$ cat src/rtl/fp16_to_fixed.sv
// FP16 to signed fixed-point Q(OUT_W-FRAC_BITS).FRAC_BITS converter.
// Two-stage valid/ready pipeline: decode, then align/sign/saturate with status flags.
module fp16_to_fixed #(
    parameter int OUT_W     = 24,
    parameter int FRAC_BITS = 8
) (
    input  logic                    clk,
    input  logic                    rst,
    input  logic                    in_valid,
    output logic                    in_ready,
    input  logic [15:0]             in_data,
    output logic                    out_valid,
    input  logic                    out_ready,
    output logic signed [OUT_W-1:0] out_data,
    output logic                    out_overflow,
    output logic                    out_zero,
    output logic                    out_nan,
    output logic                    out_inexact
);
    // Wide enough for an 11-bit mantissa shifted by the largest left shift
    // (FRAC_BITS + 6 <= OUT_W + 4) before the range check.
    localparam int MAG_W = OUT_W + 16;
    localparam int SH_W  = 8;

    localparam logic signed [SH_W-1:0] SH_BIAS = SH_W'(25 - FRAC_BITS);
    localparam logic [MAG_W-1:0] NEG_LIM = MAG_W'(1) << (OUT_W - 1);
    localparam logic [MAG_W-1:0] POS_LIM = NEG_LIM - MAG_W'(1);
    localparam logic signed [OUT_W-1:0] POS_MAX = {1'b0, {(OUT_W-1){1'b1}}};
    localparam logic signed [OUT_W-1:0] NEG_MAX = {1'b1, {(OUT_W-1){1'b0}}};

    // Returns {inexact, magnitude}; right shifts truncate toward zero.
    function automatic logic [MAG_W:0] align_mag(input logic [10:0] mant,
                                                 input logic signed [SH_W-1:0] sh);
        logic [MAG_W-1:0] wide;
        logic [SH_W-1:0]  rsh;
        logic [10:0]      mask;
        logic             inx;
        wide = '0;
        rsh  = '0;
        mask = '0;
        inx  = 1'b0;
        if (!sh[SH_W-1]) begin
            wide = {{(MAG_W-11){1'b0}}, mant} << sh;
        end else begin
            rsh = -sh;
            if (rsh >= SH_W'(11)) begin
                inx = |mant;
            end else begin
                wide = {{(MAG_W-11){1'b0}}, (mant >> rsh)};
                mask = ~(11'h7ff << rsh);
                inx  = |(mant & mask);
            end
        end
        return {inx, wide};
    endfunction

    // Returns {overflow, value}; -2^(OUT_W-1) is representable exactly.
    function automatic logic [OUT_W:0] saturate(input logic sign,
                                                input logic [MAG_W-1:0] mag);
        logic [OUT_W-1:0] val;
        val = mag[OUT_W-1:0];
        if (!sign && (mag > POS_LIM)) return {1'b1, POS_MAX};
        if (sign && (mag > NEG_LIM))  return {1'b1, NEG_MAX};
        return {1'b0, (sign ? -val : val)};
    endfunction

    logic                   s1_adv, s2_adv;
    logic                   vld_p1, vld_p2;
    logic                   sign_p1, nan_p1, inf_p1;
    logic [10:0]            mant_p1;
    logic signed [SH_W-1:0] shift_p1;

    assign s2_adv    = !vld_p2 || out_ready;
    assign s1_adv    = !vld_p1 || s2_adv;
    assign in_ready  = s1_adv;
    assign out_valid = vld_p2;

    // ---- stage 1: decode ----
    logic [4:0]             exp_in;
    logic [9:0]             frac_in;
    logic [4:0]             e_eff;
    logic signed [SH_W-1:0] shift_in;

    assign exp_in   = in_data[14:10];
    assign frac_in  = in_data[9:0];
    assign e_eff    = (exp_in == 5'd0) ? 5'd1 : exp_in;
    assign shift_in = $signed({3'b000, e_eff}) - SH_BIAS;

    always_ff @(posedge clk or posedge rst) begin
        if (rst) begin
            vld_p1 <= 1'b0;
        end else if (s1_adv) begin
            vld_p1 <= in_valid;
        end
    end

    always_ff @(posedge clk) begin
        if (s1_adv && in_valid) begin
            sign_p1  <= in_data[15];
            mant_p1  <= {(exp_in != 5'd0), frac_in};
            shift_p1 <= shift_in;
            nan_p1   <= (exp_in == 5'd31) && (frac_in != 10'd0);
            inf_p1   <= (exp_in == 5'd31) && (frac_in == 10'd0);
        end
    end

    // ---- stage 2: shift, sign, saturate ----
    logic [MAG_W:0]          al_p1;
    logic [OUT_W:0]          sat_p1;
    logic signed [OUT_W-1:0] data_p1;
    logic                    ovf_p1, inx_p1;

    always_comb begin
        al_p1   = align_mag(mant_p1, shift_p1);
        sat_p1  = saturate(sign_p1, al_p1[MAG_W-1:0]);
        data_p1 = sat_p1[OUT_W-1:0];
        ovf_p1  = sat_p1[OUT_W];
        inx_p1  = al_p1[MAG_W] && !sat_p1[OUT_W];
        if (nan_p1) begin
            data_p1 = '0;
            ovf_p1  = 1'b0;
            inx_p1  = 1'b0;
        end else if (inf_p1) begin
            data_p1 = sign_p1 ? NEG_MAX : POS_MAX;
            ovf_p1  = 1'b1;
            inx_p1  = 1'b0;
        end
    end

    always_ff @(posedge clk or posedge rst) begin
        if (rst) begin
            vld_p2       <= 1'b0;
            out_data     <= '0;
            out_overflow <= 1'b0;
            out_zero     <= 1'b0;
            out_nan      <= 1'b0;
            out_inexact  <= 1'b0;
        end else if (s2_adv) begin
            vld_p2 <= vld_p1;
            if (vld_p1) begin
                out_data     <= data_p1;
                out_overflow <= ovf_p1;
                out_zero     <= (data_p1 == '0);
                out_nan      <= nan_p1;
                out_inexact  <= inx_p1;
            end
        end
    end

endmodule

$ cat config.mk
export PLATFORM = sky130hd
export DESIGN_NAME = fp16_to_fixed
export DESIGN_NICKNAME = d
export VERILOG_FILES = /design/src/rtl/fp16_to_fixed.sv
export SDC_FILE = /design/constraint.sdc
export NUM_CORES = 1
export LEC_CHECK = 0
export CORE_MARGIN = 3
export CORE_UTILIZATION = 60
export DETAILED_ROUTE_END_ITERATION = 12
export PLACE_DENSITY = 0.82
export SLEW_MARGIN = 20
export SYNTH_ARGS = -nofsm -noshare
export SYNTH_HDL_FRONTEND = slang
export SYNTH_SLANG_ARGS = --single-unit
$ cat constraint.sdc
create_clock -name clk -period 8.5 [get_ports clk]
set_clock_uncertainty 0.15 [all_clocks]
set_input_delay 2.55 -clock clk [delete_from_list [all_inputs] [get_ports clk]]
set_output_delay 2.55 -clock clk [all_outputs]
set_load 0.03 [all_outputs]
* After elaboration in Yosys (flattened, before gate mapping) *
Index checks and enable logic that the tools add are counted.

word-level totals
  bits in registers = 52
  input bits = 20

cells by class
  $add $sub $neg = 3
  order comparisons = 3
  equal/unequal tests = 1
  shift-type cells = 3
  mux-type cells = 20
  bitwise operators = 2
  reduce and logical (&&, ||, !) cells = 20

operators by type and width
  cell                                                                                  number
  25-bit 2-to-1 mux                                                                     4
  24-bit 2-to-1 mux                                                                     4
  40-bit by 23-bit > comparator with 1-bit output (second input constant)               1
  40-bit by 24-bit > comparator with 1-bit output (second input constant)               1
  40-bit 2-to-1 mux                                                                     1
  11-bit by 8-bit left shift with 40-bit output                                         1
  24-bit zero test                                                                      1
  24-bit negator                                                                        1
  11-bit OR reduction                                                                   2
  11-bit AND                                                                            1
  11-bit 2-to-1 mux                                                                     1
  11-bit NOT                                                                            1
  11-bit by 8-bit left shift with 11-bit output (first input constant)                  1
  11-bit by 8-bit >> shifter with 11-bit output                                         1
  10-bit zero test                                                                      1
  10-bit nonzero test                                                                   1
  1-bit 2-to-1 mux                                                                      9
  8-bit by 4-bit greater-or-equal comparator with 1-bit output (second input constant)  1
  8-bit negator                                                                         1
  1-bit logical AND                                                                     6
  5-bit by 5-bit subtractor with 6-bit output (second input constant)                   1
  5-bit equality test (second input constant)                                           1
  5-bit zero test                                                                       1
  5-bit 2-to-1 mux                                                                      1
  other kinds (4)                                                                       8

* Depth between registers and ports, before layout *
Gate-level depths: netlist of run 1.

  depth after elaboration = 14
  depth in mapped cells = 24
  depth with buffers taken out = 18

* Worst setup path after synthesis of run 1 *
OpenSTA, ideal clock, no wires.

  path kind = input -> output
  from = input out_ready
  to = output in_ready
  arrival = 2.896 ns
  required time = 5.800 ns
  path slack = 2.904 ns
  stages = 1
  path buffers = 0
  cell sequence = nand3b_1

between the ends
  longest elaborated chain between the ends = 2

RTL lines
  element             line  RTL
  start: declaration  13    input logic out_ready,
  1-bit logical OR    73    assign s2_adv = !vld_p2 || out_ready;
  1-bit logical OR    74    assign s1_adv = !vld_p1 || s2_adv;
  end: declaration    10    output logic in_ready,

No other way between the ends.

* Final worst setup path of run 1 *
  from = register shift_p1[1]
  to = register out_zero

between the ends
  longest elaborated chain between the ends = 13
  elaborated cells between the ends (all ways) = 21
  classes of those cells = add/sub: 2; order compare: 3; shift: 2; mux: 11; reduce/logical: 3

RTL lines
  element                                                                                                                               line    RTL
  start: declaration                                                                                                                    71      logic signed [SH_W-1:0] shift_p1;
  start signal: assignment                                                                                                              101     shift_p1 <= shift_in;
  8-bit negator                                                                                                                         45      rsh = -sh;
  8-bit by 4-bit greater-or-equal comparator with 1-bit output / 11-bit by 8-bit >> shifter with 11-bit output (equally long branches)  46, 49
  11-bit 2-to-1 mux                                                                                                                     46      if (rsh >= SH_W'(11)) begin
  40-bit 2-to-1 mux (*)                                                                                                                 42      if (!sh[SH_W-1]) begin
  40-bit by 24-bit > comparator with 1-bit output                                                                                       63      if (sign && (mag > NEG_LIM)) return {1'b1, NEG_MAX};
  1-bit logical AND                                                                                                                     63
  1-bit 2-to-1 mux (2 in series)                                                                                                        63
  25-bit 2-to-1 mux                                                                                                                     64      return {1'b0, (sign ? -val : val)};
  25-bit 2-to-1 mux (*)                                                                                                                 63
  24-bit 2-to-1 mux (*)                                                                                                                 123     end else if (inf_p1) begin
  24-bit 2-to-1 mux (*)                                                                                                                 119     if (nan_p1) begin
  24-bit zero test (*)                                                                                                                  143     out_zero <= (data_p1 == '0);
  end signal: assignment                                                                                                                143
  end: declaration                                                                                                                      16      output logic out_zero,

Mark *: on every way between the ends. The rest lies on a longest branch, timed or not. The select of a mux whose other input is x is not followed.
A chain may end at the register's enable or synchronous reset.

==> impl_metrics.toml, run 1 <==
[run_status]
outcome = "finished clean"

[clocking]
cts_inserted_buffers = 5
clock_path_buffers = 2
worstSkewPairLatency_ns = 0.32
post_cts.resized_instances = 0
ctsRootBufferMaster = "sky130_fd_sc_hd__clkbuf_8"
htreeDepth = 2
tritoncts = "built"
holdBufCountCts = 0
cts.reportedPaths.clkPinSlew_ns = 0.11
cts_setup_buffers = 0
numClockSinks = 50

[hold_path]
hold_path_depth = 1
hold_path_class = "reg -> reg"

[yosys]
synth.distinct_cells = 82
ffs_latches_synth = 50
syn-instance-count = 610
synth_warnings = 0
synthAdderAreaFrac = 0.0141
synthFlopType = "sky130_fd_sc_hd__dfrtp_1"
yosys.area_share.xor_xnor = 0.0514
largest_family_of_logic_cells_by_synthesized_area = "compound AO/OA/AOI/OAI gates"
postSynthNetCount = 634
mappedNetlistArea_sq_mm = 0.00497
synthSimpleGateAreaFrac = 0.227
synth_seq_area_share = 0.272
synth_compound_area_frac = 0.282
muxShareOfSynthArea = 0.0954
number_of_synthesized_flops_with_an_enable_pin = 20
fraction_of_synthesis_flops_using_an_asynchronous_set_or_reset_pin = 0.600
synthesis.area_per_instance_sq_um = 8.15

[floorplanning]
floorplan.core_area_sq_mm = 0.00789
dieArea_sq_mm = 0.00941
chipWidth_microns = 97
ios = 50
die_y_microns = 97
initial_core_util = 0.630
fp-row-count = 32

[timing]
finalHoldViolations = 0
fin_hold_ws_ns = 0.340
timing_worst_slew_pin_value_ns = 1.05
period_minus_slack_ns = 6.70
rsz0062_at_grt = "no"
clock.fmax_ghz = 0.149
setup_total_negative_slack_ns = 0
worst_slew_margin_rel = 0.301
finalSetupViolCount = 0
report.final.slew_viol_count = 0
fin_crit_sh = 0.789

[detailed_routing]
viasPerCell = 7.06
post_drt_wl_per_cell_microns = 21.3
via_count = 5129
drt_iter0_drc = 779
drc_violations_left = 0
route.antenna.remaining_nets = 0
first_pass_iters = 5
detail_route.wirelength_microns = 15500

[global_route]
grt_pass1_wl_microns = 25400
vias_in_the_first_global_route = 4870
grt_antenna_before_repair = 0
pin_count_of_the_biggest_net_entering_global_routing = 48
global_route.usage.total = 0.330
grt_remaining_overflow = 0

[placement]
finalWeightedCongestion = 1.06
dp.final_hpwl_microns = 11500
portBuffers = 49

[worst_setup_path]
r2r.worst_path.cells = 18
startpoint_type = "register"
worstPathArrival_ns = 6.80
end_kind = "register"
crit_fanout = 27
worst-setup-path-type = "reg -> reg"
critPathRequiredTime_ns = 8.59

[power_and_ir_drop]
power_density_mw_per_mm2 = 168
p_leak_uw = 0.00207
vdd_drop_max_mv = 0.107

[finish]
area_growth_syn_to_layout_pct = 10.5
antenna-diode-count = 0
fill_cell_total_of_the_finished_layout = 659
post_route_cells_drive_above_1_share = 0.0641
fin_nets = 647

[run]
max_cap_violations = 0
## state kept, by name, summed over array words and instances, names as in the netlist
signal,count
vld_p1,1
nan_p1,1
out_overflow,1
out_zero,1
out_inexact,1
out_nan,1
out_data,24
inf_p1,1
mant_p1,11
out_valid,1
sign_p1,1
shift_p1,6
## kinds of logic after synthesis
| group | count (synthesis) |
|---|---|
| simple gates | 224 |
| mux | 39 |
| fa+ha+maj | 6 |
| compound gates | 199 |
| buf+inv | 65 |
| flops | 50 |
| xor+xnor | 27 |
## synth_stat cells (all sizes together), types with 7 or more instances
library cell | instances | area, sq um
clkbuf | 30 | 113
mux2i | 29 | 294
o22ai | 10 | 62.6
xor2 | 9 | 97.6
a21oi | 37 | 185
nor2 | 42 | 158
nand2b | 12 | 75.1
nor2b | 7 | 43.8
a31oi | 9 | 56.3
inv | 18 | 67.6
xnor2 | 18 | 158
edfxtp | 20 | 601
nor4 | 10 | 62.6
nand2 | 74 | 278
or2 | 9 | 56.3
o211ai | 9 | 67.6
buf | 17 | 111
nand3 | 16 | 80.1
nor3 | 12 | 60.1
dfrtp | 30 | 751
o31ai | 8 | 65.1
o221ai | 11 | 96.3
o21ai | 44 | 224
## layout by cell type (no fill, tap or decap), drive strengths merged, types with 10 or more instances in the layout
cell type       n
nand2          74
clkdlybuf4s50  49
o21ai          44
nor2           42
a21oi          37
dfrtp          30
mux2i          29
edfxtp         20
inv            19
xnor2          18
nand3          16
nand2b         12
nor3           12
o221ai         11
o22ai          10
nor4           10
## final timing paths
check / start / to / slack, ns
min in group asynchronous: rst / out_data[11] / 2.47
max in group asynchronous: rst / out_overflow / 5.30
worst max-delay path: shift_p1[1] / out_zero / 1.80
worst min register to register: out_data[3] / out_data[3] / 0.34
worst max register to register: shift_p1[1] / out_zero / 1.80
worst min-delay path: out_data[3] / out_data[3] / 0.34
## metal layers
metal	vias up	share of wire	GRT usage
met2	356	0.44	0.497
li1	2342	-	-
met1	2384	0.40	0.462
met3	47	0.12	0.0692
met5	-	0	0
met4	0	0.035	0.134
## where the power goes
part           switching (uW)  total [uW]  internal (uW)
logic                     271         445            174
registers                37.4         322            285
clock network            92.7         154           61.2
total                     401         921            520
## layout make-up
type | instances | area [sq um] | area share
timing repair buffer | 53 | 520 | 0.0948
inverter | 18 | 67.6 | 0.0123
clock inverter | 3 | 28.8 | 0.00524
sequential | 50 | 1350 | 0.246
tap | 102 | 128 | 0.0232
clock buffer | 5 | 68.8 | 0.0125
multi-input combinational | 495 | 3330 | 0.606
## critical path, stage by stage (launching register included)
cell and delay, ns:
sky130_fd_sc_hd__edfxtp_1 1.05, sky130_fd_sc_hd__inv_1 0.23, sky130_fd_sc_hd__ha_1 0.90, sky130_fd_sc_hd__mux4_2 0.43, sky130_fd_sc_hd__nor2_1 0.11, sky130_fd_sc_hd__a31oi_1 0.05
sky130_fd_sc_hd__o211ai_1 0.13, sky130_fd_sc_hd__o311ai_1 0.29, sky130_fd_sc_hd__inv_1 0.17, sky130_fd_sc_hd__ha_1 0.21, sky130_fd_sc_hd__inv_1 0.05, sky130_fd_sc_hd__a2111oi_0 0.68
sky130_fd_sc_hd__nand3_1 0.35, sky130_fd_sc_hd__o21ai_0 0.29, sky130_fd_sc_hd__xor2_1 0.13, sky130_fd_sc_hd__or4_1 0.52, sky130_fd_sc_hd__nor4_1 0.46, sky130_fd_sc_hd__a31oi_1 0.17
sky130_fd_sc_hd__o31ai_2 0.26
## per-stage QoR
stage                     instances  power, uW  area [sq um]   util  setup WS, ns
after floorplan                 610        623          4970      -          2.90
after CTS                       726        914          5490  0.696          1.92
after detailed placement        718        760          5390  0.684          1.93
final                           726        921          5490  0.696          1.80
after global routing            726        970          5490  0.696          1.29
after global placement          718        749          5390  0.684          1.98
No activity file was read; power rests on OpenSTA's default activity.
==> run 2: changes to the inputs <==
CORE_UTILIZATION = 53   (was 60)
PLACE_DENSITY = 0.77   (was 0.82)
clock period = 5.4 ns   (was 8.5 ns; I/O delays follow)
==> impl_metrics.toml, run 2 (synthesis gave the netlist of run 1 again) <==
[finish]
commonest_non_fill_non_tap_cells_in_the_layout = "sky130_fd_sc_hd__nand2_1, sky130_fd_sc_hd__clkdlybuf4s50_1, sky130_fd_sc_hd__nor2_1"
area_growth_syn_to_layout_pct = 13.4
finalInstanceArea_sq_mm = 0.00564
finalCoreUtilization = 0.631
largest_register_ffs = 24
layout_commonest_cell = "sky130_fd_sc_hd__nand2_1"
antenna-diode-count = 0
biggestRegsByFlops = "out_data: 24 flops, mant_p1: 11 flops, shift_p1: 6 flops"
fin_nets = 665
post_route_cells_drive_above_1_share = 0.0935
register_with_the_highest_flop_count = "out_data"

[placement]
dp.final_hpwl_microns = 11900
placed_cell_area_sq_mm = 0.00551
portBuffers = 49
finalWeightedCongestion = 1.01
place_ws_ns = 0.436

[power_and_ir_drop]
report.power.total_uw = 1460
comb_power_share = 0.502
vdd_drop_max_mv = 0.207
p_int_uw = 830
reg_power_frac = 0.339
switch_share = 0.432
netSwitchingPower_uw = 631
clockPowerShare = 0.159
power_density_mw_per_mm2 = 259
p_leak_uw = 0.00215

[worst_setup_path]
r2r.worst_path.cells = 19
worst_path_largest_cell_delay_ns = 0.55
critical-path-slowest-cell = "sky130_fd_sc_hd__ha_1"
critical_path_cell_count = 19
path_delay_family = "compound AO/OA/AOI/OAI gates"
critical_path_buf_inv_count = 5
worst-setup-path-type = "reg -> reg"
ff2ff_setup_slack_ns = 0.38
startpoint_type = "register"
worst_r2r_startpoint = "shift_p1[1]"
end_kind = "register"
critPathRequiredTime_ns = 5.48
worstPathArrival_ns = 5.09
cpMostUsedCell = "sky130_fd_sc_hd__inv_1"
crit_fanout = 11
r2r_end = "out_zero"
critical_path_cell_list = "inv_1 -> ha_1 -> buf_4 -> mux2i_1 -> o22a_1 -> o2bb2a_1 -> nand2_1 -> inv_1 -> ha_1 -> inv_1 -> a2111oi_0 -> buf_4 -> nand3_1 -> o21ai_0 -> xor2_1 -> or4_1 -> nor4_1 -> a31oi_1 -> o31ai_2"

[global_route]
global_route.usage.total = 0.303
grt_antenna_before_repair = 0
vias_in_the_first_global_route = 4768
pin_count_of_the_biggest_net_entering_global_routing = 37
grt_remaining_overflow = 0
grt_pass1_wl_microns = 25200

[timing]
timing_worst_slew_pin_value_ns = 0.856
period_minus_slack_ns = 5.02
report.final.slew_viol_count = 0
clock.fmax_ghz = 0.199
setup_total_negative_slack_ns = 0
rsz0062_at_grt = "no"
fin_crit_sh = 0.929
finalSetupViolCount = 0
final_critical_path_setup_slack_ns = 0.385
worst_slew_margin_rel = 0.429
finalHoldViolations = 0

[detailed_routing]
route.antenna.remaining_nets = 0
detail_route.wirelength_microns = 15700
met3_length_microns = 1580
via_count = 5146
met1_wirelength_microns = 6890
drt_iter0_drc = 554
viasPerCell = 6.86
post_drt_wl_per_cell_microns = 21.0
drc_violations_left = 0
detailroute.wirelength.met2_microns = 6780
first_pass_iters = 6
highest-signal-layer = "met4"

[floorplanning]
initial_core_util = 0.556
dieArea_sq_mm = 0.0106
floorplan.core_area_sq_mm = 0.00893
die_y_microns = 103
fp-row-count = 34
chipWidth_microns = 103
ios = 50

[clocking]
htreeDepth = 2
clock_path_buffers = 2
worstSkewPairLatency_ns = 0.31
tritoncts = "built"
cts_inserted_buffers = 5
numClockSinks = 50
cts.reportedPaths.clkPinSlew_ns = 0.10
holdBufCountCts = 0
ctsRootBufferMaster = "sky130_fd_sc_hd__clkbuf_8"

[run_status]
outcome = "finished clean"

[hold_path]
hold_path_class = "reg -> reg"
hold_path_depth = 2
worstHoldEndpoint = "out_data[1]"
worst_hold_startpoint = "out_data[1]"

[run]
max_cap_violations = 0
==> run 2: cell count changes in the layout (fill, tap and decap cells not counted), sizes merged <==
| cell | previous run | this run |
|---|---|---|
| buf | 4 | 22 |
| clkinv | 2 | 0 |
| clkinvlp | 0 | 1 |
| inv | 19 | 20 |
==> run 2: stage by stage <==
step                cells  hold WS, ns
floorplan             610        0.321
CTS                   747        0.341
detailed placement    739        0.316
global placement      739        0.312
global route          750        0.359
finish                750        0.339
==> run 2: what timing repair did <==
action                                  CTS  global route
endpoints found under the setup margin    0             1
resized for setup                         0             2
hold endpoints to repair                  0             0
buffers inserted                          0             3
==> run 2: area by class of cell <==
cell class	instances	area, sq um
clock buffer	5	68.8
clock inverter	3	22.5
fill	808	3300
inverter	18	67.6
multi-input combinational	495	3340
sequential	50	1350
tap	108	135
timing repair buffer	71	656
==> run 2: worst register-to-register path, delay by kind of cell (launching register included) <==
| kind | cells | cell delay [ns] |
|---|---|---|
| adder cells (fa/ha/maj) | 2 | 0.74 |
| multiplexers | 1 | 0.19 |
| AND/OR/NAND/NOR | 4 | 1.21 |
| flip-flops | 1 | 0.35 |
| XOR/XNOR | 1 | 0.12 |
| AO/OA/AOI/OAI | 6 | 1.53 |
| buffers and inverters | 5 | 0.66 |
==> run 2: worst max-delay path by stage <==
stage | from | endpoint
after floorplan | shift_p1[1] | out_zero
after global placement | shift_p1[0] | out_zero
after detailed placement | shift_p1[0] | out_zero
after CTS | shift_p1[0] | out_zero
after global routing | shift_p1[1] | out_zero
final | shift_p1[1] | out_zero
==> run 2: metal layers <==
layer | vias up | track usage
met3 | 47 | 0.0562
met1 | 2410 | 0.447
li1 | 2370 | -
met2 | 319 | 0.452
met5 | - | 0
met4 | 0 | 0.0946
==> run 2: power groups by stage <==
| stage | clock network, uW | logic [uW] | registers [uW] |
|---|---|---|---|
| after floorplan | 0 | 417 | 564 |
| after global placement | 0 | 704 | 502 |
| after detailed placement | 0 | 706 | 505 |
| after CTS | 239 | 711 | 498 |
| after global routing | 252 | 784 | 503 |
| final | 233 | 733 | 496 |
